`config.mk`:
```
export PLATFORM = sky130hd
export DESIGN_NAME = layer_requant_flat
export DESIGN_NICKNAME = d
export VERILOG_FILES = /design/src/rtl/layer_requant_if.sv /design/src/rtl/layer_requant.sv /design/src/flat_wrapper.sv
export SDC_FILE = /design/constraint.sdc
export NUM_CORES = 1
export LEC_CHECK = 0
export CORE_ASPECT_RATIO = 0.6
export CORE_UTILIZATION = 58
export DETAILED_ROUTE_END_ITERATION = 12
export PLACE_DENSITY = 0.95
export SYNTH_ARGS = -nofsm -noshare
export SYNTH_HDL_FRONTEND = slang
export SYNTH_SLANG_ARGS = --single-unit
```
`constraint.sdc`:
```
create_clock -name clk -period 21 [get_ports clk]
set_clock_uncertainty 0.2 [all_clocks]
set_input_delay 4.2 -clock clk [delete_from_list [all_inputs] [get_ports clk]]
set_output_delay 4.2 -clock clk [all_outputs]
set_load 0.02 [all_outputs]
```
`src/rtl/layer_requant_if.sv`:
```
// layer_requant_if: accumulator stream in, int8 lane bank out.
// master drives start/shift and the acc/bias beats; slave (the requantiser) drives ready, lanes and status.
interface layer_requant_if #(parameter int N_OUT = 28, parameter int ACC_W = 24);
  logic start;
  logic [4:0] shift;
  logic acc_valid;
  logic acc_ready;
  logic signed [ACC_W-1:0] acc_data;
  logic signed [ACC_W-1:0] bias_data;
  logic [8*N_OUT-1:0] dpl_flat;
  logic rescale;
  logic busy;
  logic sat_flag;
  modport master(output start, shift, acc_valid, acc_data, bias_data,
                 input acc_ready, dpl_flat, rescale, busy, sat_flag);
  modport slave(input start, shift, acc_valid, acc_data, bias_data,
                output acc_ready, dpl_flat, rescale, busy, sat_flag);
endinterface

```
`src/rtl/layer_requant.sv`:
```
// layer_requant: bias add, rounding right shift and int8 saturation of a neuron stream into an N_OUT-lane bank.
// Ports: clk, rst (async, active-high), bus (slave): start/shift begin a frame, acc_valid/acc_ready/acc_data/bias_data
// carry one beat per neuron, dpl_flat holds the int8 lanes, rescale pulses when all lanes are written,
// busy flags a frame in progress, sat_flag is sticky per frame.
module layer_requant #(parameter int N_OUT = 28, parameter int ACC_W = 24) (
  input logic clk,
  input logic rst,
  layer_requant_if.slave bus
);
  typedef enum logic [1:0] {IDLE, COLLECT, DRAIN, DONE} state_t;
  localparam int CW = $clog2(N_OUT + 1);
  localparam logic signed [ACC_W+1:0] PMAX = 127;
  localparam logic signed [ACC_W+1:0] NMIN = -128;
  state_t state, nxt;
  logic [CW-1:0] in_cnt, out_cnt;
  logic [4:0] sh;
  logic signed [ACC_W:0] s1;
  logic v1;
  logic signed [ACC_W+1:0] rnd, r;
  logic [7:0] q;
  logic sat, go, accept;
  assign go = bus.start && state == IDLE;
  assign accept = bus.acc_valid && bus.acc_ready;
  assign bus.acc_ready = state == COLLECT && in_cnt < CW'(N_OUT);
  assign bus.busy = state != IDLE;
  assign bus.rescale = state == DONE;
  always_comb begin
    rnd = sh == 5'd0 ? '0 : {{(ACC_W+1){1'b0}}, 1'b1} << (sh - 5'd1);
    r = ($signed({s1[ACC_W], s1}) + rnd) >>> sh;
    sat = r > PMAX || r < NMIN;
    q = r > PMAX ? 8'h7f : r < NMIN ? 8'h80 : r[7:0];
  end
  // DONE follows the cycle in which the last lane became visible, so the
  // downstream latch sees a settled bank during the whole rescale cycle.
  always_comb begin
    nxt = state;
    case (state)
      IDLE: nxt = bus.start ? COLLECT : IDLE;
      COLLECT: nxt = accept && in_cnt == CW'(N_OUT - 1) ? DRAIN : COLLECT;
      DRAIN: nxt = out_cnt == CW'(N_OUT) ? DONE : DRAIN;
      default: nxt = IDLE;
    endcase
  end
  always_ff @(posedge clk or posedge rst)
    if (rst) begin
      state <= IDLE;
      in_cnt <= '0;
      out_cnt <= '0;
      sh <= '0;
      s1 <= '0;
      v1 <= 1'b0;
      bus.dpl_flat <= '0;
      bus.sat_flag <= 1'b0;
    end else begin
      state <= nxt;
      if (go) begin
        in_cnt <= '0;
        out_cnt <= '0;
        sh <= bus.shift;
        bus.sat_flag <= 1'b0;
      end else begin
        if (accept) in_cnt <= in_cnt + 1'b1;
        if (v1 && out_cnt < CW'(N_OUT)) begin
          bus.dpl_flat[8*out_cnt +: 8] <= q;
          out_cnt <= out_cnt + 1'b1;
          if (sat) bus.sat_flag <= 1'b1;
        end
      end
      v1 <= accept;
      s1 <= $signed({bus.acc_data[ACC_W-1], bus.acc_data}) + $signed({bus.bias_data[ACC_W-1], bus.bias_data});
    end
endmodule

```
`src/flat_wrapper.sv`:
```
// flat-port wrapper written by rule: the top's interface ports become plain ports
module layer_requant_flat 
#(parameter int N_OUT = 28, parameter int ACC_W = 24)
  (clk, rst, bus_start, bus_shift, bus_acc_valid, bus_acc_data, bus_bias_data, bus_acc_ready, bus_dpl_flat, bus_rescale, bus_busy, bus_sat_flag);
  layer_requant_if #(.N_OUT(N_OUT), .ACC_W(ACC_W)) bus_i ();
  input logic clk;
  input logic rst;
  input wire logic [$bits(bus_i.start)-1:0] bus_start;
  input wire logic [$bits(bus_i.shift)-1:0] bus_shift;
  input wire logic [$bits(bus_i.acc_valid)-1:0] bus_acc_valid;
  input wire logic [$bits(bus_i.acc_data)-1:0] bus_acc_data;
  input wire logic [$bits(bus_i.bias_data)-1:0] bus_bias_data;
  output wire logic [$bits(bus_i.acc_ready)-1:0] bus_acc_ready;
  output wire logic [$bits(bus_i.dpl_flat)-1:0] bus_dpl_flat;
  output wire logic [$bits(bus_i.rescale)-1:0] bus_rescale;
  output wire logic [$bits(bus_i.busy)-1:0] bus_busy;
  output wire logic [$bits(bus_i.sat_flag)-1:0] bus_sat_flag;
  assign bus_i.start = bus_start;
  assign bus_i.shift = bus_shift;
  assign bus_i.acc_valid = bus_acc_valid;
  assign bus_i.acc_data = bus_acc_data;
  assign bus_i.bias_data = bus_bias_data;
  assign bus_acc_ready = bus_i.acc_ready;
  assign bus_dpl_flat = bus_i.dpl_flat;
  assign bus_rescale = bus_i.rescale;
  assign bus_busy = bus_i.busy;
  assign bus_sat_flag = bus_i.sat_flag;
  layer_requant #(.N_OUT(N_OUT), .ACC_W(ACC_W)) u_core (.clk(clk), .rst(rst), .bus(bus_i));
endmodule
```
After elaboration in Yosys (flattened, before gate mapping) --
Cells that the tools add are included. W data, S select, Z words.
Word-level totals: register bits 268, input port bits 57, output and inout port bits 228, logic and storage cells 57
Operators by class: add/subtract/negate cells 6, magnitude comparators 4, eq/ne operators 5, shift-type cells 4, mux-type cells 15, bitwise operators 1, reductions and logical operators 14
Operators by type and width (number):
- $bwmux W224 | 1
- $shift A8 B34 Y224 const A | 1
- $shiftx A8 B34 Y224 | 1
- $neg A8 Y34 | 1
- $add A25 B26 Y26 | 1
- $gt A26 B8 Y1 const B | 1
- $lt A26 B8 Y1 const B | 1
- $mux W26 | 1
- $shl A1 B5 Y26 const A | 1
- $sshr A26 B5 Y26 | 1
- $add A24 B24 Y25 | 1
- $mux W5 | 4
- $mux W8 | 2
- $add A5 B1 Y5 const B | 2
- $eq A5 B5 Y1 const B | 2
- $lt A5 B5 Y1 const B | 2
- $reduce_bool A2 Y1 | 4
- $pmux W2 S3 | 1
- $logic_and A1 B1 Y1 | 5
- $logic_not A5 Y1 | 1
- $mux W1 | 5
- $sub A5 B1 Y5 const B | 1
- $eq A2 B2 Y1 const B | 2
- $reduce_and A2 Y1 | 2
- other kinds (5) | 5

Logic depth before layout (Yosys ltp) --
word-level depth 10, mapped depth 26, mapped depth without buffers 18

Worst setup path before layout --
OpenSTA, ideal clock, no wires.
path type input -> register, start point input bus_bias_data[0], end point register u_core.s1[24], setup time 118 ps, arrival 6806 ps, required time 20682 ps, setup slack 13876 ps, cell stages on the path 16, buffers on the path 0, cells stage by stage ha_1 > inv_1 > fa_1 > nor2b_1 > o21ai_0 > a21boi_0 > o21ai_0 > a21boi_0 > o21ai_0 > a21o_1 > a21oi_1 > a211o_1 > a31oi_1 > o21ai_0 > a2111oi_0 > a21o_1
Between the ends: word-level cells in the longest chain between the ends 1
RTL lines:
- start, declared | RTL line flat_wrapper.sv:12 | input wire logic [$bits(bus_i.bias_data)-1:0] bus_bias_data;
- $add A24 B24 Y25 | RTL line layer_requant.sv:70 | s1 <= $signed({bus.acc_data[ACC_W-1], bus.acc_data}) + $signed({bus.bias_data[ACC_W-1], bus.bias_data});
- end signal, assigned | RTL line layer_requant.sv:70
- end, declared | RTL line layer_requant.sv:17 | logic signed [ACC_W:0] s1;
Every way passes these cells. A chain may end at the register's enable or synchronous reset.

Worst setup path in the final report --
start point register u_core.sh[1], end point register u_core.bus.dpl_flat[161]
Between the ends: word-level cells in the longest chain between the ends 10
RTL lines:
- start, declared | RTL line layer_requant.sv:16 | logic [4:0] sh;
- start signal, assigned | RTL line layer_requant.sv:59 | sh <= bus.shift;
- $sub A5 B1 Y5 | RTL line layer_requant.sv:28 | rnd = sh == 5'd0 ? '0 : {{(ACC_W+1){1'b0}}, 1'b1} << (sh - 5'd1);
- $shl A1 B5 Y26 | RTL line layer_requant.sv:28
- $mux W26 | RTL line layer_requant.sv:28
- $add A25 B26 Y26 | RTL line layer_requant.sv:29 | r = ($signed({s1[ACC_W], s1}) + rnd) >>> sh;
- $sshr A26 B5 Y26 (*) | RTL line layer_requant.sv:29
- $lt A26 B8 Y1 | RTL line layer_requant.sv:31 | q = r > PMAX ? 8'h7f : r < NMIN ? 8'h80 : r[7:0];
- $mux W8 | RTL line layer_requant.sv:31
- $mux W8 (*) | RTL line layer_requant.sv:31
- $shiftx A8 B34 Y224 (*) | RTL line layer_requant.sv:64 | bus.dpl_flat[8*out_cnt +: 8] <= q;
- $bwmux W224 (*) | RTL line layer_requant.sv:64
- end signal, assigned by index | RTL line layer_requant.sv:64
- end, declared | RTL line layer_requant_if.sv:17 | output acc_ready, dpl_flat, rescale, busy, sat_flag);
Mark *: on every way between the ends. The rest lies on a longest branch, timed or not.

==> flow_summary_export.csv <==
group,metric,value,unit
power_and_ir_drop,p_per_area,144,nW/um^2
outcome,status,"complete, no violations",
die,fp.dieH,128,microns
layout,num_antenna_cells,0,
timing,setup_violations,0,
timing,post-route-period-util,0.443,
synthesis,async_reset_ff_frac,1.00,
min_path,hp-class,"register to register",
timing,slew_violations,0,
timing,fin_tns_setup,0,ns
layout,drive_gt1_frac,0.0595,
worst_setup_path,cp_max_fo,42,
clock_tree,cts_buffers,24,
clock_tree,cts_setup_buffers,0,
power_and_ir_drop,ir_drop,0.0892,mV
clock_tree,cts_tree,"built",
global_route,antenna_found_initial,1,
global_route,grt_pass1_vias,14600,
clock_tree,ctsHtreeMaxLevel,1,
layout,num-fill-cells,1744,
routing,wl_met1,22.6,mm
worst_setup_path,r2r_slack,11.69,ns
synthesis,ys_seq_area_frac,0.434,
synthesis,synthCells,1741,
die,pin_count,285,
worst_setup_path,critPathLaunchType,"register",
routing,vias_per_cell,6.74,
die,chipWidth,213,microns
clock_tree,cts_buffer_depth,3,
global_route,grt_max_degree,139,
worst_setup_path,crit_path_end_kind,"register",
die,std_cell_rows,45,
synthesis,synth_fp_nets,1853,
worst_setup_path,worstPathRequired,21.10,ns
layout,layout_commonest_cell,"nand2_1",
synthesis,ys_types,88,
routing,met3_length,8.06,mm
timing,worstMarginPinSlew,1.44,ns
routing,drc,0,
routing,dr_wl_met2,23.4,mm
worst_setup_path,crit_type,"register to register",
power_and_ir_drop,p_leak,8.55,nW
worst_setup_path,ff2ff_path_depth,19,
clock_tree,insertion_delay,0.55,ns
synthesis,ys_seq_elements,268,
worst_setup_path,critPathArrivalTime,9.42,ns
timing,finalCriticalPeriod,9.31,ns
synthesis,synth_area_per_cell,8.88,sq um
die,die-area,27300,sq um
placement,io_buffers,284,
placement,place_congestion,1.02,
timing,finalHoldViolCount,0,
layout,nets,2063,
worst_setup_path,timing.rr.end,"u_core.bus.dpl_flat[161]",
clock_tree,root_buffer,"clkbuf_16",
timing,fmax,0.107,GHz
worst_setup_path,r2r_start,"u_core.sh[1]",
worst_setup_path,cp-endpoint,"u_core.bus.dpl_flat[161]",
routing,dr.first_iter.drc_count,2447,
routing,wl,56.4,mm
global_route,grt_pass1_wl,85.2,mm
routing,vias,15600,
layout,final_cell_mix,"nand2_1, clkdlybuf4s50_1, dfrtp_1, o21ai_0, nor2_1",
layout,area_delta_synth_final,24.4,%
routing,top_layer_used,"met5",
clock_tree,numClockSinks,268,
global_route,globalRoute.totalOverflow,0,
die,initial_utilization,0.601,
clock_tree,clk_pin_slew,0.07,ns
global_route,track_usage,0.410,
routing,wire_per_inst,24.3,microns
routing,dr.pass1.iters,7,
synthesis,synthFlopType,"dfrtp_1",
power_and_ir_drop,totalPowerFinal,0.00276,W
die,core,25700,sq um
routing,postRouteAntennaNets,0,
clock_tree,cts_resized,0,
synthesis,syn_area,15500,sq um
timing,maxSlewHeadroom,0.0395,
placement,dp_hpwl,40.8,mm
flow_run,maxCapViolations,0,
synthesis,yosysWarnings,0,
timing,rsz0062_at_grt,"false",
synthesis,synth_edf_count,0,
clock_tree,holdBufCountCts,0,
worst_setup_path,startpoint,"u_core.sh[1]",
-- how the worst min path moves through the flow --
stage	startpoint	end	cells past startpoint
after detailed placement	u_core.bus.dpl_flat[47]	u_core.bus.dpl_flat[47]	2
final	u_core.bus.dpl_flat[214]	u_core.bus.dpl_flat[214]	2
after floorplan	u_core.state[0]	u_core.state[0]	1
after CTS	u_core.bus.dpl_flat[47]	u_core.bus.dpl_flat[47]	2
after global placement	u_core.bus.dpl_flat[212]	u_core.bus.dpl_flat[212]	2
after global routing	u_core.bus.dpl_flat[144]	u_core.bus.dpl_flat[144]	2
-- sequential cells by signal, summed over array words and instances, names as in the netlist --
register and flops:
u_core.bus.dpl_flat 224, u_core.s1 25, u_core.in_cnt 5, u_core.out_cnt 5, u_core.sh 5, u_core.state 2, u_core.bus.sat_flag 1, u_core.v1 1
-- worst max-delay path: stages, from the launching register on --
cell and delay (ns):
dfrtp_1 0.33, buf_4 0.41, clkinv_1 0.13, buf_4 0.27, nand2_1 0.62, nor2_1 0.13, ha_1 0.43, a21oi_1 0.51
o21ai_0 0.30, or3_1 0.45, o21a_1 0.29, o41ai_2 0.64, or2_1 0.81, mux2i_1 0.21, o221ai_1 0.40, nor2_1 0.13
a311oi_1 0.28, a21o_2 0.77, o2bb2a_1 1.25, o21ai_0 0.45
-- final cells by class --
cell class,instances,area [sq um],area share
multi-input combinational,1316,8100,0.422
timing repair buffer,303,2990,0.155
inverter,38,150,0.00781
tap,352,440,0.0229
clock inverter,11,143,0.00742
sequential,268,6710,0.349
clock buffer,32,692,0.0360
-- where the power goes --
group	internal, W	total, W	switching (W)
sequential	0.000682	0.000798	0.000117
combinational	0.000552	0.00149	0.000933
clock	0.000270	0.000478	0.000208
total	0.00150	0.00276	0.00126
-- per-stage QoR --
step | setup WS (ns) | utilization | hold WS (ns) | cell area, sq um | instances
2_1_floorplan | 9.22 | - | 0.276 | 15500 | 1741
4_1_cts | 12.14 | 0.747 | 0.283 | 19200 | 2320
3_3_place_gp | 12.41 | 0.714 | 0.258 | 18400 | 2277
3_5_place_dp | 12.31 | 0.714 | 0.269 | 18400 | 2277
6_report | 11.69 | 0.747 | 0.285 | 19200 | 2320
5_1_grt | 11.54 | 0.747 | 0.300 | 19200 | 2320
-- synthesized netlist by cell type, types with 16 or more instances --
cell type | instances | area share
xor2_1 | 21 | 0.012
nand2_1 | 327 | 0.079
a41o_1 | 29 | 0.019
dfrtp_1 | 268 | 0.43
xnor2_1 | 26 | 0.015
clkbuf_1 | 78 | 0.019
nor3_1 | 38 | 0.012
nand3_1 | 17 | 0.0055
a21o_1 | 21 | 0.010
nor2_1 | 121 | 0.029
a211oi_1 | 16 | 0.0078
and2_1 | 40 | 0.016
a21oi_1 | 67 | 0.022
o21ai_0 | 205 | 0.066
nand4_1 | 20 | 0.0081
o31ai_1 | 34 | 0.017
ha_1 | 53 | 0.043
o31ai_2 | 20 | 0.016
inv_1 | 37 | 0.0090
-- routing by layer --
layer  global-route usage  up-vias
li1                     -     6701
met1                0.581     7508
met2                0.580     1225
met3                0.135      191
met4                0.148        4
met5               0.0534        -
-- logic make-up after synthesis --
group,count (synthesis),synth area share
mux,27,0.0236
flops,268,0.434
simple gates,642,0.185
xor+xnor,47,0.0266
compound gates,545,0.243
fa+ha+maj,55,0.0455
buf+inv,157,0.0423
No activity file was read; power rests on OpenSTA's default activity.
